$ cat src/rtl/wb_slave_mux.sv
// Wishbone B3 single-master to multi-slave mux.
// The master address is decoded once, in IDLE, against per-slave region codes.
// The selected slave is then strobed until one of these happens:
//   - the slave acks,
//   - the wait counter reaches TIMEOUT, which returns err,
//   - the master drops m_cyc_i, which aborts the transfer silently.
// An unmapped access terminates after one cycle, with either a zero-data ack or err.
// Ports:
//   clk_i, reset_i              clock, synchronous active-high reset
//   m_*_i / m_*_o               Wishbone master side (adr, dat, sel, we, cyc, stb / ack, err, dat)
//   s_adr_o..s_cyc_o            master signals broadcast to every slave
//   s_stb_o                     one-hot slave strobe
//   s_ack_i, s_dat_i            per-slave ack and read data (slave i at [i*DW +: DW])
//   err_adr_o, err_cnt_o        last errored address, saturating error count
module wb_slave_mux #(
  parameter int NSLAVES      = 4,
  parameter int AW           = 64,
  parameter int DW           = 16,
  parameter int DEC_HI       = 23,
  parameter int DEC_LO       = 20,
  parameter logic [NSLAVES*(DEC_HI-DEC_LO+1)-1:0] SLAVE_MAP = {4'hF, 4'h2, 4'h1, 4'h0},
  parameter int TIMEOUT      = 15,
  parameter int UNMAPPED_ERR = 0
) (
  input  logic                  clk_i,
  input  logic                  reset_i,
  input  logic [AW-1:0]         m_adr_i,
  input  logic [DW-1:0]         m_dat_i,
  input  logic [DW/8-1:0]       m_sel_i,
  input  logic                  m_we_i,
  input  logic                  m_cyc_i,
  input  logic                  m_stb_i,
  output logic                  m_ack_o,
  output logic                  m_err_o,
  output logic [DW-1:0]         m_dat_o,
  output logic [AW-1:0]         s_adr_o,
  output logic [DW-1:0]         s_dat_o,
  output logic [DW/8-1:0]       s_sel_o,
  output logic                  s_we_o,
  output logic                  s_cyc_o,
  output logic [NSLAVES-1:0]    s_stb_o,
  input  logic [NSLAVES-1:0]    s_ack_i,
  input  logic [NSLAVES*DW-1:0] s_dat_i,
  output logic [AW-1:0]         err_adr_o,
  output logic [7:0]            err_cnt_o
);

  localparam int RW   = DEC_HI - DEC_LO + 1;
  localparam int SELW = (NSLAVES > 1) ? $clog2(NSLAVES) : 1;
  localparam logic [7:0] TO_CNT = 8'(TIMEOUT);

  typedef enum logic [1:0] {ST_IDLE, ST_BUSY, ST_UNMAP} state_t;

  state_t            r_state;
  logic [SELW-1:0]   r_sel;
  logic [7:0]        r_cnt;
  logic [AW-1:0]     r_err_adr;
  logic [7:0]        r_err_cnt;

  logic              w_hit;
  logic [SELW-1:0]   w_idx;
  logic              w_sel_ack;
  logic [DW-1:0]     w_sel_dat;
  logic              w_active;
  logic              w_timeout;

  assign s_adr_o   = m_adr_i;
  assign s_dat_o   = m_dat_i;
  assign s_sel_o   = m_sel_i;
  assign s_we_o    = m_we_i;
  assign s_cyc_o   = m_cyc_i;
  assign err_adr_o = r_err_adr;
  assign err_cnt_o = r_err_cnt;

  // Scan from the top down, so that the lowest matching index is the one left in w_idx.
  always_comb begin
    w_hit = 1'b0;
    w_idx = '0;
    for (int i = NSLAVES - 1; i >= 0; i--) begin
      if (m_adr_i[DEC_HI:DEC_LO] == SLAVE_MAP[i*RW +: RW]) begin
        w_hit = 1'b1;
        w_idx = SELW'(i);
      end
    end
  end

  assign w_sel_ack = s_ack_i[r_sel];
  assign w_sel_dat = s_dat_i[int'(r_sel)*DW +: DW];
  // A dropped cycle or a pending reset suppresses any termination in this cycle.
  assign w_active  = m_cyc_i & ~reset_i;
  assign w_timeout = (r_cnt == TO_CNT);

  // Ack is checked before timeout, so an ack in the timeout cycle wins.
  always_comb begin
    m_ack_o = 1'b0;
    m_err_o = 1'b0;
    m_dat_o = '0;
    s_stb_o = '0;
    case (r_state)
      ST_BUSY: begin
        s_stb_o[r_sel] = 1'b1;
        if (w_active) begin
          if (w_sel_ack) begin
            m_ack_o = 1'b1;
            m_dat_o = w_sel_dat;
          end else if (w_timeout) begin
            m_err_o = 1'b1;
          end
        end
      end
      ST_UNMAP: begin
        if (w_active) begin
          if (UNMAPPED_ERR != 0) m_err_o = 1'b1;
          else                   m_ack_o = 1'b1;
        end
      end
      default: ;
    endcase
  end

  always_ff @(posedge clk_i) begin
    if (reset_i) begin
      r_state   <= ST_IDLE;
      r_sel     <= '0;
      r_cnt     <= '0;
      r_err_adr <= '0;
      r_err_cnt <= '0;
    end else begin
      if (m_err_o) begin
        r_err_adr <= m_adr_i;
        if (r_err_cnt != 8'hFF) r_err_cnt <= r_err_cnt + 8'd1;
      end
      case (r_state)
        ST_IDLE: begin
          if (m_cyc_i && m_stb_i) begin
            r_cnt <= '0;
            if (w_hit) begin
              r_state <= ST_BUSY;
              r_sel   <= w_idx;
            end else begin
              r_state <= ST_UNMAP;
            end
          end
        end
        ST_BUSY: begin
          if (!m_cyc_i || m_ack_o || m_err_o) r_state <= ST_IDLE;
          else                                r_cnt   <= r_cnt + 8'd1;
        end
        ST_UNMAP: r_state <= ST_IDLE;
        default:  r_state <= ST_IDLE;
      endcase
    end
  end

endmodule

$ cat config.mk
export PLATFORM = sky130hd
export DESIGN_NAME = wb_slave_mux
export DESIGN_NICKNAME = d
export VERILOG_FILES = /design/src/rtl/wb_slave_mux.sv
export SDC_FILE = /design/constraint.sdc
export NUM_CORES = 1
export LEC_CHECK = 0
export ABC_AREA = 1
export CORE_AREA = 2 2 131 133
export DETAILED_ROUTE_END_ITERATION = 7
export DIE_AREA = 0 0 133 135
export PLACE_DENSITY = 0.67
export SLEW_MARGIN = 5
export SYNTH_ARGS = -nofsm -noshare
export SYNTH_HDL_FRONTEND = slang
export SYNTH_SLANG_ARGS = --single-unit
$ cat constraint.sdc
create_clock -name clk_i -period 3.2 [get_ports clk_i]
set_input_delay 0.64 -clock clk_i [delete_from_list [all_inputs] [get_ports clk_i]]
set_output_delay 0.64 -clock clk_i [all_outputs]
set_load 0.005 [all_outputs]
==> flow_metrics.py <==
metrics = {
    "yosys": {
        "synth_area_um2": 4591,
        "seq_area_frac_synth_pct": 36.63,
        "synth_area_leader_cell": "dfxtp_1",
        "synthTopCellsByArea": "dfxtp_1 37%, buf_4 14%, nor2_1 13%",
        "ys_ff_latch": 84,
        "synth_warnings": 0,
        "synthDistinctLibCells": 33,
        "avgSynthCellArea_um2": 7.151,
        "syn_inst": 642,
        "synthesis.nets": 802,
        "synth_top_area_share_pct": 36.63,
    },
    "detailed_routing": {
        "drt-initial-drc-count": 180,
        "viasPerCell": 4.478,
        "wirelength_um": 15940,
        "vias": 4783,
        "wl_per_cell_um": 14.92,
        "remaining_drc_errors": 0,
        "ant_nets": 0,
        "drt_pass1_iterations": 5,
    },
    "clock_network": {
        "root_buffer": "clkbuf_16",
        "cts_buffers": 9,
        "cts.sink_count": 84,
        "cts_tree": "built",
        "ctsLongestPathBuffers": 2,
        "clk_latency_ns": 0.34,
        "cts_setup_buffers": 0,
        "cts-htree-levels": 3,
        "clk_pin_slew_ns": 0.06,
    },
    "grt": {
        "overflow": 0,
        "grt_pass1_vias": 4664,
        "antenna_found_initial": 0,
        "grt_max_degree": 81,
        "track_usage_pct": 17.21,
        "grt_pass1_wl_um": 24210,
    },
    "sta": {
        "holdWs_ns": 0.4821,
        "post-route-period-util_pct": 95.37,
        "setup-violations-final": 0,
        "finClkSkew_ns": 0.005910,
        "worst_slew_pin_slew_ns": 0.7114,
        "hold_viol": 0,
        "final-max-slew-violation-count": 0,
        "min_period_ns": 3.052,
        "tns_ns": 0,
        "fmax_ghz": 0.3277,
        "rsz0062_at_grt": "false",
        "relSlewSlack_pct": 52.58,
    },
    "min_path": {
        "hold_end": "r_state[0]",
        "hp-class": "reg2reg",
        "whs_path_depth": 2,
        "hold_start": "r_state[0]",
    },
    "layout": {
        "post-route-cell-area_um2": 7433,
        "drive_gt1_share_pct": 5.778,
        "n_antenna_cell": 0,
        "nets": 1004,
        "utilization_pct": 45.31,
        "multiInputGateArea_um2": 1989,
        "fillers": 1677,
        "seq_area_um2": 1682,
        "syn2layout_area_growth_pct": 61.92,
    },
    "critical_path": {
        "crit_required_ns": 2.56,
        "reg2reg_depth": 13,
        "cp-end-kind": "primary output",
        "cp-start-kind": "input port",
        "r2r_start": "r_sel[0]",
        "crit_fanout": 14,
        "timing.rr.end": "err_adr_o[26]",
        "path_class": "in2out",
        "r2r_slack_ns": 0.70,
        "crit_arrival_ns": 2.41,
    },
    "place": {
        "dpl.hpwl_um": 12120,
        "gp_congestion": 0.8902,
        "dpl-instance-area_um2": 7134,
        "portBuffers": 294,
    },
    "status": {
        "outcome": "finished clean",
    },
    "job": {
        "maxCapViolCount": 0,
    },
    "die": {
        "boundaryPins": 333,
        "start_util_pct": 27.98,
        "die_w_um": 133,
        "rows": 47,
        "core_um2": 16410,
        "die_h_um": 135,
        "dieArea_um2": 17960,
    },
    "power": {
        "p_int_mw": 1.946,
        "leakagePower_nw": 3.023,
        "p_sw_mw": 0.6589,
        "clkPwrFrac_pct": 40.1,
        "switching_share_pct": 25.30,
        "p_comb_share_pct": 18.3,
        "pwr_density_cell_nw_per_um2": 350.4,
        "peakVddDrop_v": 0.0002177,
        "sequentialPowerShare_pct": 41.6,
    },
}
area by class of cell:
type | instances | share of cell area (%)
repair buffers | 307 | 41.24
multi-input cells | 410 | 26.76
flip-flops and latches | 84 | 22.62
well taps | 220 | 3.703
clock buffers | 9 | 3.030
inverters | 32 | 1.751
clock inverters | 6 | 0.8921
synth_stat cells:
library cell  number
a22oi_1           16
ha_1               5
o21ai_1            3
clkbuf_1          20
inv_4              1
nand3_1           27
buf_2              5
nor2_4             2
nor2_8             1
dfxtp_1           84
buf_6              2
nor2_1           155
buf_4             88
o21ai_0           73
nand3b_1           1
clkbuf_8           1
nand4_1            5
nand3_2            4
and2_1             1
a31oi_1           16
nand2_2            1
clkinv_1           1
nand3_4            1
nand2_1           69
nor4_1             1
inv_1             28
nor3_4             1
nor3_1             3
a21oi_1           18
nor2_2             1
xnor2_1            1
inv_2              2
nand2_4            5
sequential cells by signal (all words and copies together), names as in the netlist:
name,flops
err_cnt_o,8
r_cnt,8
err_adr_o,64
r_state,2
r_sel,2
power by group through the flow:
stage	Combinational (mW)	Clock (mW)	Sequential [mW]
5_1_grt	0.522	1.13	1.08
3_5_place_dp	0.478	0	1.11
4_1_cts	0.480	1.08	1.08
3_3_place_gp	0.477	0	1.11
6_report	0.477	1.04	1.08
2_1_floorplan	0.248	0	1.10
cell families (layout without fill, tap and decap cells):
family / count (synthesis) / in the layout / synth area share (%)
and+or+nand+nor: 278 / 278 / 26.74
buffers and inverters: 148 / 354 / 20.03
AOI/OAI and AO/OA: 126 / 126 / 15.05
DFF: 84 / 84 / 36.63
adders and majority gates: 5 / 5 / 1.363
xor gates and xnor gates: 1 / 1 / 0.1908
stage by stage:
stage	power [mW]	instances	setup WS [ns]
after detailed placement	1.584	1053	0.1687
after floorplan	1.350	642	1.083
final	2.604	1068	0.1483
after global routing	2.736	1068	0.01574
after global placement	1.583	1053	0.1888
after CTS	2.646	1068	0.1322
what timing repair did:
item / in CTS / in global routing
hold endpoints to repair: 0 / 0
hold buffers: 0 / 0
setup endpoints to repair: 0 / 16
resized for setup: 0 / 2
worst max path at each step:
stage / startpoint / to / slack, ns / cells past startpoint
after global routing: r_sel[0] / m_dat_o[6] / 0.02 / 10
after detailed placement: s_ack_i[2] / m_dat_o[6] / 0.17 / 9
final: s_ack_i[3] / m_dat_o[6] / 0.15 / 9
after floorplan: s_ack_i[3] / m_dat_o[10] / 1.08 / 7
after global placement: s_ack_i[0] / m_dat_o[10] / 0.19 / 9
after CTS: r_sel[0] / m_dat_o[0] / 0.13 / 7
placed cells by master, fill, tap and decap left out, drive strengths merged, types with 9 or more instances in the layout:
master         synthesis  routed
a21oi                 18      18
a22oi                 16      16
a31oi                 16      16
buf                   95      13
clkbuf                21       9
clkdlybuf4s50          0     294
dfxtp                 84      84
inv                   31      30
nand2                 75      75
nand3                 32      32
nor2                 159     159
o21ai                 76      76
critical path, stage by stage:
cell and delay [ns]:
clkdlybuf4s50_1 0.46, nand2_1 0.05, nand2_1 0.07, nand2_2 0.06, nand2_4 0.08, nand4_1 0.12
buf_4 0.23, a31oi_1 0.16, clkdlybuf4s50_1 0.52
routing by layer:
layer	global-route usage, %	share of wire, %	up-vias
li1	-	-	2422
met1	18.43	39	2106
met2	30.74	50	237
met3	6.532	9.8	18
met4	6.691	2.0	0
met5	0	0	-
No activity file was read; power rests on OpenSTA's default activity.
